===== config.mk =====
export PLATFORM = sky130hd
export DESIGN_NAME = relu_pool_writer
export DESIGN_NICKNAME = d
export VERILOG_FILES = /design/src/rtl/relu_pool_writer.sv
export SDC_FILE = /design/constraint.sdc
export NUM_CORES = 1
export LEC_CHECK = 0
export ABC_AREA = 1
export CELL_PAD_IN_SITES_DETAIL_PLACEMENT = 1
export CELL_PAD_IN_SITES_GLOBAL_PLACEMENT = 2
export CORE_MARGIN = 3
export CORE_UTILIZATION = 36
export DETAILED_ROUTE_END_ITERATION = 16
export PLACE_DENSITY = 0.84
export SLEW_MARGIN = 10
export SYNTH_ARGS = -nofsm -noshare
export SYNTH_HDL_FRONTEND = slang
export SYNTH_SLANG_ARGS = --single-unit

===== constraint.sdc =====
create_clock -name clk -period 3.57 [get_ports clk]
set_clock_uncertainty 0.15 [all_clocks]
set_input_delay 0.357 -clock clk [delete_from_list [all_inputs] [get_ports clk]]
set_output_delay 0.357 -clock clk [all_outputs]
set_load 0.05 [all_outputs]

===== src/rtl/relu_pool_writer.sv =====
// relu_pool_writer
//   Consumes signed ReLU samples, clamps negatives to zero, max-pools
//   consecutive pairs within a row (an odd trailing sample passes alone),
//   quantizes by an arithmetic right shift with saturation, and queues the
//   results in a first-word-fall-through FIFO.
// Ports:
//   clk, rst                    clock, asynchronous active-high reset
//   in_valid/in_data/in_last    sample stream in; in_ready = FIFO not full
//   out_valid/out_data/out_last pooled stream out; out_ready pops the head
//   frame_done                  registered pulse the cycle after a last pop
module relu_pool_writer #(
  parameter int WIDTH = 32,
  parameter int OUT_W = 8,
  parameter int SHIFT = 8,
  parameter int DEPTH = 4
) (
  input  logic                    clk,
  input  logic                    rst,
  input  logic                    in_valid,
  input  logic signed [WIDTH-1:0] in_data,
  input  logic                    in_last,
  output logic                    in_ready,
  output logic                    out_valid,
  output logic [OUT_W-1:0]        out_data,
  output logic                    out_last,
  input  logic                    out_ready,
  output logic                    frame_done
);
  localparam int AW = $clog2(DEPTH);
  localparam logic ST_EMPTY = 1'b0;
  localparam logic ST_HELD  = 1'b1;

  logic             state_q, state_d;
  logic [WIDTH-1:0] held_q, held_d;
  logic [OUT_W-1:0] mem_data_q [DEPTH];
  logic             mem_last_q [DEPTH];
  logic [AW-1:0]    wr_ptr_q, rd_ptr_q;
  logic [AW:0]      count_q;
  logic             frame_done_q;

  logic             accept, pop, push, push_last;
  logic [WIDTH-1:0] clamped, pooled, push_val, shifted;
  logic [OUT_W-1:0] push_q8;

  assign in_ready  = (count_q != (AW+1)'(DEPTH));
  assign out_valid = (count_q != '0);
  assign out_data  = mem_data_q[rd_ptr_q];
  assign out_last  = mem_last_q[rd_ptr_q];
  assign frame_done = frame_done_q;

  assign accept = in_valid & in_ready;
  assign pop    = out_valid & out_ready;

  // Both operands of the max are already non-negative, so an unsigned
  // compare is correct.
  assign clamped = in_data[WIDTH-1] ? '0 : in_data;
  assign pooled  = (held_q > clamped) ? held_q : clamped;

  always_comb begin
    state_d   = state_q;
    held_d    = held_q;
    push      = 1'b0;
    push_val  = clamped;
    push_last = in_last;
    if (accept) begin
      if (state_q == ST_EMPTY) begin
        if (in_last) begin
          push = 1'b1;
        end else begin
          held_d  = clamped;
          state_d = ST_HELD;
        end
      end else begin
        push     = 1'b1;
        push_val = pooled;
        state_d  = ST_EMPTY;
      end
    end
  end

  // push_val is non-negative, so a logical shift equals the arithmetic one;
  // any set bit above OUT_W means the value exceeds the output range.
  assign shifted = push_val >> SHIFT;
  assign push_q8 = (|shifted[WIDTH-1:OUT_W]) ? '1 : shifted[OUT_W-1:0];

  always_ff @(posedge clk or posedge rst) begin
    if (rst) begin
      state_q      <= ST_EMPTY;
      held_q       <= '0;
      wr_ptr_q     <= '0;
      rd_ptr_q     <= '0;
      count_q      <= '0;
      frame_done_q <= 1'b0;
      for (int i = 0; i < DEPTH; i++) begin
        mem_data_q[i] <= '0;
        mem_last_q[i] <= 1'b0;
      end
    end else begin
      state_q      <= state_d;
      held_q       <= held_d;
      frame_done_q <= pop & mem_last_q[rd_ptr_q];
      if (push) begin
        mem_data_q[wr_ptr_q] <= push_q8;
        mem_last_q[wr_ptr_q] <= push_last;
        wr_ptr_q             <= wr_ptr_q + AW'(1);
      end
      if (pop) rd_ptr_q <= rd_ptr_q + AW'(1);
      count_q <= count_q + (AW+1)'(push) - (AW+1)'(pop);
    end
  end
endmodule


==> results_dict.tcl, run 1 <==
set metrics [dict create \
    wl_mm 11.60 \
    nFillCells 1483 \
    critPathArrivalTime_ns 2.44 \
    max-vdd-ir-drop_uv 308.3 \
    drt_iter0_markers 108 \
    antenna_found_initial 0 \
    netlist_instances 569 \
    finalPower_mw 4.891 \
    ys_types 33 \
    reg2reg_from "held_q[23]" \
    synth_top_area_share_pct 42.30 \
    drc 0 \
    clk_pin_slew_ns 0.06 \
    gp_congestion 0.7741 \
    max_freq_mhz 339.8 \
    yosys.area.top_type "dfrtp_1" \
    htreeDepth 3 \
    post-dp-hpwl_mm 8.298 \
    grt-ovfl-total 0 \
    routed_via_density 4.769 \
    dieArea_sq_mm 0.01387 \
    final.setup.tns_ns 0 \
    drv_cap 0 \
    antennaDiodeCount 0 \
    cp_common_cell "nor2_1" \
    cts_resized 0 \
    detail-route-antenna-nets 0 \
    post_cts.repair.setup_buffers 0 \
    synthToLayoutAreaGrowth_pct 22.02 \
    cts_sinks 76 \
    ys_warn_count 0 \
    path_buf_inv 2 \
    clk_path_buf_depth 2 \
    rows 40 \
    synth-seq-area-share_pct 42.30 \
    io_pins 49 \
    fin_nets 689 \
    min_period_ns 2.943 \
    dr.pass1.iters 4 \
    grt_setup_unrepaired "no" \
    path_class "reg -> out" \
    slew_headroom_pct 27.35 \
    whs_ns 0.3199 \
    critPathLaunchType "flop" \
    drive_gt1_share_pct 9.532 \
    port_buffers 48 \
    ys_ff_latch 76 \
    place_ws_ns 0.3550 \
    powerDensity_mw_per_mm2 891.7 \
    hold_viol 0 \
    cts_tree "built" \
    cts_inserted_buffers 9 \
    ff2ff_path_depth 13 \
    r2r_end "mem_data_q[7]" \
    tightestPinTransition_ns 1.086 \
    r2r_setup_slack_ns 1.19 \
    start_util_pct 37.12 \
    post-route-period-util_pct 82.43 \
    final.setup.worst_slack_ns 0.6272 \
    avgSynthCellArea_sq_um 7.901 \
    cts_root_buf "clkbuf_16" \
    clkLatencyLatePin_ns 0.35 \
    grt_usage_pct 17.43 \
    leakage_nw 2.717 \
    crit_path_end_kind "output port" \
    final_common_cell "nand2_1" \
    path_max_fanout 19 \
    syn_nets 644 \
    die_y_um 117.8 \
    vias 3753 \
    cp_top_family "buffers and inverters" \
    core_area_sq_mm 0.01211 \
    final_cell_mix "nand2_1, dfrtp_1, clkdlybuf4s50_1" \
    outcome "completed" \
    drv_slew 0 \
    hp-class "in -> async" \
    report.final.setup_viol 0 \
    synth_area_sq_mm 0.004496 \
    wl_per_cell_um 14.74 \
    cpPeakStageDelay_ns 0.71 \
    grt_max_degree 64 \
    synth_area_leaders "dfrtp_1, nand2_1, ha_1, nand3_4, nor2_1" \
    path_cells "clkinv_1 > nor2_1 > nor2_1 > o21ai_0 > nand2_1 > clkdlybuf4s50_1" \
    grt_pass1_vias 3988 \
    die_w_um 117.8 \
    critPathRequiredTime_ns 3.06 \
    worst_path_max_delay_cell "clkdlybuf4s50_1" \
    hold_buffers 0 \
    grt_pass1_wl_mm 19.40 \
]
[synth_stat cells]
cell and count:
nand3_2 2, buf_6 2, nor2_1 41, or4_1 1, nand3b_1 1, inv_1 37
nand2_8 1, ha_1 37, xnor2_1 2, a21oi_1 14, nand4_1 5, nor4_1 2
a21oi_2 1, nand3_1 11, nand2_1 218, dfrtp_1 76, clkbuf_1 14, inv_2 9
clkinv_1 1, xor2_1 2, o21ai_0 26, nand2_2 9, o22ai_1 8, a21o_1 2
nand2_4 1, nor2_2 2, buf_2 2, o21ai_1 29, fa_1 1, nand3_4 9
buf_4 1, inv_8 1, nor4_2 1
[registers in the layout, summed over array words and instances (netlist names)]
| signal | flops |
|---|---|
| count_q | 3 |
| frame_done | 1 |
| held_q | 31 |
| mem_data_q | 32 |
| mem_last_q | 4 |
| rd_ptr_q | 2 |
| state_q | 1 |
| wr_ptr_q | 2 |
[layout make-up]
| class | instances | area, sq um | share of cell area, % |
|---|---|---|---|
| tap | 168 | 210.2 | 3.832 |
| timing repair buffer | 53 | 543.0 | 9.900 |
| inverter | 48 | 187.7 | 3.422 |
| multi-input combinational | 426 | 2316 | 42.22 |
| sequential | 76 | 1902 | 34.67 |
| clock buffer | 10 | 239.0 | 4.357 |
| clock inverter | 6 | 87.58 | 1.597 |
[logic make-up (layout without fill, tap and decap cells)]
family                   after synthesis  in the layout  share of synthesized area, %
AND/OR/NAND/NOR                      304            304                         30.61
adder cells (fa/ha/maj)               38             38                         10.74
buffers and inverters                 67            117                         6.234
AO/OA/AOI/OAI                         80             80                         9.324
XOR/XNOR                               4              4                        0.7794
flip-flops                            76             76                         42.30
[where the power goes]
group          switching (mW)  internal [mW]
Clock                   0.391          0.630
Sequential              0.299           1.27
Combinational            1.46          0.842
[routing by layer]
metal  wire, um  global-route usage [%]  share of wire [%]  up-vias
met2       5710                   30.40                 49       51
met3        299                   2.691                2.6       14
li1           -                       -                  -     1914
met1       5375                   21.51                 46     1774
met4        214                   7.179                1.8        0
met5          0                       0                  0        -
[worst max-delay path by stage]
stage,from,to,slack [ns],cells after the start
6_report,rd_ptr_q[0],out_last,0.63,6
5_1_grt,rd_ptr_q[0],out_last,0.49,6
3_3_place_gp,in_data[31],mem_data_q[5],0.42,17
3_5_place_dp,in_data[31],mem_data_q[11],0.36,17
4_1_cts,rd_ptr_q[1],out_last,0.64,5
2_1_floorplan,in_data[31],mem_data_q[0],1.10,18
[through the flow]
step | cell area, sq um | utilization [%] | instances
after floorplan | 4496 | - | 569
after CTS | 5485 | 45.29 | 787
after global routing | 5485 | 45.29 | 787
after detailed placement | 5159 | 42.59 | 771
after global placement | 5159 | 42.59 | 771
final | 5485 | 45.29 | 787
No activity file was read; power rests on OpenSTA's default activity.
==> inputs of run 2 (changes only) <==
CORE_UTILIZATION = 34   (was 36)
PLACE_DENSITY = 0.8   (was 0.84)
clock period = 2.9 ns   (was 3.57 ns; I/O delays follow)
==> run 2 against run 1 <==
Total power grew 22%; clock-buffer cell count grew 2; setup slack lost 0.38 ns; register-to-register slack lost 0.64 ns; largest cell class unchanged; hold slack lost 0.11 ns.
==> results_dict.tcl, run 2 (synthesis gave the netlist of run 1 again) <==
set metrics [dict create \
    place_ws_ns -0.1996 \
    critPathLaunchType "primary input" \
    drv_slew 0 \
    antennaDiodeCount 0 \
    slew_headroom_pct 66.50 \
    path_max_fanout 9 \
    min_period_ns 2.656 \
    hold_viol 0 \
    powerDensity_mw_per_mm2 1047 \
    path_class "in -> reg" \
    sequentialPowerShare_pct 32.2 \
    die_w_um 121.0 \
    grt_usage_pct 17.45 \
    regMostFlops "mem_data_q" \
    grt_max_degree 77 \
    nFillCells 1556 \
    intPower_mw 3.308 \
    drt_iter0_markers 164 \
    drive_gt1_share_pct 14.57 \
    final_cell_mix "nand2_1, dfrtp_1, clkdlybuf4s50_1" \
    final_common_cell "nand2_1" \
    drv_cap 0 \
    cp_common_cell "nand2_1" \
    clk_path_buf_depth 2 \
    hp-class "in -> async" \
    dr.pass1.iters 4 \
    path_cells "clkdlybuf4s50_1 > inv_2 > buf_4 > nand2_1 > ha_1 > nand2_1 > nor2_2 > nand4_1 > nor2_2 > nand2_1 > nand2_2 > buf_4 > nand3_4 > nand2_8 > nand3_4 > nand2_1 > nand2_1" \
    fin_nets 722 \
    max_freq_mhz 376.4 \
    leakage_nw 2.877 \
    grt_setup_unrepaired "no" \
    htreeDepth 3 \
    cts_tree "built" \
    grt-ovfl-total 0 \
    antenna_found_initial 0 \
    max-vdd-ir-drop_uv 307.5 \
    synthToLayoutAreaGrowth_pct 26.89 \
    cp_top_family "simple AND/OR/NAND/NOR gates" \
    p_switching_mw 2.666 \
    cpPeakStageDelay_ns 0.43 \
    clkLatencyLatePin_ns 0.34 \
    crit_path_end_kind "flop" \
    wl_mm 12.07 \
    switching_share_pct 44.63 \
    dieArea_sq_mm 0.01464 \
    final.setup.worst_slack_ns 0.2435 \
    wl_per_cell_um 14.64 \
    pwr-share-comb_pct 49.7 \
    post_cts.repair.setup_buffers 0 \
    detail-route-antenna-nets 0 \
    reg_top3 "mem_data_q (32), held_q (31), mem_last_q (4)" \
    post-dp-hpwl_mm 8.764 \
    outcome "completed" \
    port_buffers 48 \
    critPathArrivalTime_ns 2.74 \
    worst_path_max_delay_cell "clkdlybuf4s50_1" \
    path_buf_inv 4 \
    drc 0 \
    cts_sinks 76 \
    cts_inserted_buffers 9 \
    rows 41 \
    grt_pass1_wl_mm 20.19 \
    finalPower_mw 5.974 \
    tightestPinTransition_ns 0.5009 \
    start_util_pct 35.19 \
    place_inst 808 \
    gp_congestion 0.8211 \
    grt_pass1_vias 4224 \
    vias 3921 \
    die_y_um 121.0 \
    final_cells 824 \
    critPathRequiredTime_ns 2.98 \
    clk_pin_slew_ns 0.06 \
    core_area_sq_mm 0.01277 \
    final.setup.tns_ns 0 \
    io_pins 49 \
    report.final.setup_viol 0 \
    largest_register_ffs 32 \
    post-route-period-util_pct 91.60 \
    routed_via_density 4.758 \
    p_clk_share_pct 18.1 \
    cts_root_buf "clkbuf_16" \
]
[run 2: cell count changes in the layout (fill, tap and decap cells not counted), sizes merged]
cell,change
clkinv,+3
buf,+36
bufinv,-2
clkdlybuf4s50,-3
clkbuf,+2
clkinvlp,-3
[run 2: worst reg2reg max path, cell delays in order (launching register included)]
cell	delay [ns]
dfrtp_1	0.41
ha_1	0.33
nand2_1	0.07
nor2_2	0.13
nand4_1	0.12
nor2_2	0.19
nand2_1	0.09
nand2_2	0.11
buf_4	0.14
nand3_4	0.08
nand2_8	0.17
nand3_4	0.11
nand2_1	0.08
nand2_1	0.05
[run 2: power by group through the flow]
stage | clock network [mW] | logic (mW) | registers (mW)
6_report | 1.08 | 2.97 | 1.92
5_1_grt | 1.18 | 3.33 | 1.99
4_1_cts | 1.12 | 3.02 | 1.92
3_5_place_dp | 0 | 3.00 | 1.93
3_3_place_gp | 0 | 2.90 | 1.91
2_1_floorplan | 0 | 2.10 | 1.85
[run 2: final cells by class]
type	instances	area (sq um)	area share [%]
flip-flops and latches	76	1902	33.34
repair buffers	86	795.8	13.95
clock buffers	12	256.5	4.497
multi-input cells	426	2323	40.73
well taps	172	215.2	3.773
inverters	48	187.7	3.290
clock inverters	4	23.77	0.4168
[run 2: stage by stage]
stage	util, %	cell area, sq um	hold slack [ns]
2_1_floorplan	-	4496	0.2936
3_3_place_gp	42.40	5416	0.3116
3_5_place_dp	42.40	5416	0.3114
4_1_cts	44.60	5697	0.2366
5_1_grt	44.66	5704	0.2634
6_report	44.66	5704	0.2132
[run 2: final timing paths]
| kind | from | to | slack (ns) | cells past startpoint |
|---|---|---|---|---|
| min in group clk | mem_data_q[19] | mem_data_q[19] | 0.32 | 2 |
| max in group asynchronous | rst | mem_data_q[14] | 2.06 | 3 |
| worst min-delay path | rst | held_q[24] | 0.21 | 3 |
| worst min register to register | mem_data_q[19] | mem_data_q[19] | 0.32 | 2 |
| worst max-delay path | in_data[31] | mem_data_q[23] | 0.24 | 17 |
| worst max register to register | held_q[23] | mem_data_q[23] | 0.55 | 13 |
[run 2: per-layer routing]
| layer | track usage [%] | wire, um |
|---|---|---|
| met5 | 0 | 0 |
| met4 | 5.312 | 194 |
| met2 | 31.09 | 6017 |
| met3 | 3.683 | 393 |
| met1 | 21.05 | 5460 |
[run 2: timing repair]
item,in CTS,in global routing
hold buffers,0,0
setup endpoints to repair,0,30
gates resized for setup,0,2
==> inputs of run 3 (changes only) <==
PLACE_DENSITY = 0.89   (was 0.8)
REMOVE_ABC_BUFFERS = 1   (was not set)
==> run 3 against run 2 <==
Sequential power about the same; routed wire length up 2.4%; largest cell class unchanged; critical path depth down 13; largest power group unchanged; final area about the same; critical path type is now reg -> out; sequential share of layout area about the same.
==> results_dict.tcl, run 3 (synthesis gave the netlist of run 1 again) <==
set metrics [dict create \
    outcome "completed" \
    reg_top3 "mem_data_q (32), held_q (31), mem_last_q (4)" \
    final_cell_mix "nand2_1, dfrtp_1, clkdlybuf4s50_1" \
    htreeDepth 3 \
    path_max_fanout 9 \
    path_cells "inv_1 > o21ai_0 > o22ai_1 > clkdlybuf4s50_1" \
    io_pins 49 \
    critPathLaunchType "flop" \
    final.setup.worst_slack_ns 0.1915 \
    powerDensity_mw_per_mm2 1074 \
    dr.pass1.iters 4 \
    post-route-period-util_pct 93.40 \
    largest_register_ffs 32 \
    reg2reg_from "held_q[15]" \
    clk_path_buf_depth 2 \
    post-dp-hpwl_mm 9.068 \
    whs_ns 0.2611 \
    hold_buffers 0 \
    grt_pass1_vias 4340 \
    multi_input_area_sq_mm 0.002323 \
    ff_latch_area_sq_mm 0.001902 \
    clk_pin_slew_ns 0.06 \
    gp_congestion 0.8083 \
    detail-route-antenna-nets 0 \
    drive_gt1_share_pct 13.64 \
    synthToLayoutAreaGrowth_pct 26.83 \
    port_buffers 48 \
    start_util_pct 35.19 \
    antenna_found_initial 0 \
    clkLatencyLatePin_ns 0.35 \
    max_freq_mhz 369.2 \
    drc 0 \
    core_area_sq_mm 0.01277 \
    finalPower_mw 6.126 \
    routed_via_density 4.847 \
    grt-ovfl-total 0 \
    fin_nets 716 \
    cts_root_buf "clkbuf_16" \
    report.final.setup_viol 0 \
    final.setup.tns_ns 0 \
    max-vdd-ir-drop_uv 386.3 \
    drv_slew 0 \
    drt_iter0_markers 162 \
    cts_sinks 76 \
    vias 3960 \
    cpPeakStageDelay_ns 0.85 \
    drv_cap 0 \
    ff2ff_path_depth 15 \
    critPathArrivalTime_ns 2.27 \
    dieArea_sq_mm 0.01464 \
    antennaDiodeCount 0 \
    worst_path_max_delay_cell "clkdlybuf4s50_1" \
    cts_inserted_buffers 9 \
    slew_headroom_pct 46.81 \
    wl_mm 12.36 \
    grt_setup_unrepaired "no" \
    rows 41 \
    final_common_cell "nand2_1" \
    wl_per_cell_um 15.12 \
    cts_resized 0 \
    grt_pass1_wl_mm 20.86 \
    hold_viol 0 \
    nFillCells 1552 \
    die_w_um 121.0 \
    grt_max_degree 64 \
    tightestPinTransition_ns 0.7967 \
    path_buf_inv 2 \
    min_period_ns 2.709 \
    grt_usage_pct 18.17 \
    hp-class "in -> async" \
    regMostFlops "mem_data_q" \
    post_cts.repair.setup_buffers 0 \
    leakage_nw 2.850 \
    cts_tree "built" \
    cp_top_family "buffers and inverters" \
    die_y_um 121.0 \
    crit_path_end_kind "output port" \
    path_class "reg -> out" \
    place_ws_ns -0.2401 \
    critPathRequiredTime_ns 2.46 \
    r2r_end "mem_data_q[15]" \
    r2r_setup_slack_ns 0.56 \
    cp-startpoint "rd_ptr_q[1]" \
]
-- run 3: final cells by class --
type	instances	area share, %
clock buffers	9	3.950
clock inverters	6	1.558
inverters	48	3.357
multi-input cells	426	40.75
flip-flops and latches	76	33.36
well taps	172	3.774
repair buffers	80	13.25
-- run 3: worst max-delay path by stage --
| stage | end | slack [ns] | cells after the start |
|---|---|---|---|
| final | out_data[2] | 0.19 | 4 |
| after global routing | out_data[5] | 0.05 | 4 |
| after CTS | out_data[5] | 0.04 | 4 |
| after detailed placement | mem_data_q[26] | -0.24 | 20 |
| after global placement | mem_data_q[26] | -0.12 | 16 |
| after floorplan | mem_data_q[12] | 0.33 | 15 |
-- run 3: power by group --
part	internal (mW)	switching, mW
Combinational	1.11	1.86
Clock	0.750	0.471
Sequential	1.57	0.360
-- run 3: through the flow --
| step | cells | util [%] | area, sq um |
|---|---|---|---|
| 2_1_floorplan | 550 | - | 4403 |
| 3_3_place_gp | 802 | 42.09 | 5376 |
| 3_5_place_dp | 802 | 42.09 | 5376 |
| 4_1_cts | 817 | 44.55 | 5690 |
| 5_1_grt | 817 | 44.64 | 5702 |
| 6_report | 817 | 44.64 | 5702 |
-- run 3: metal layers --
metal	vias up	track usage [%]	share of wire, %
li1	1969	-	-
met1	1902	21.20	44
met2	65	32.06	50
met3	24	4.942	3.8
met4	0	6.161	2.5
met5	-	0	0
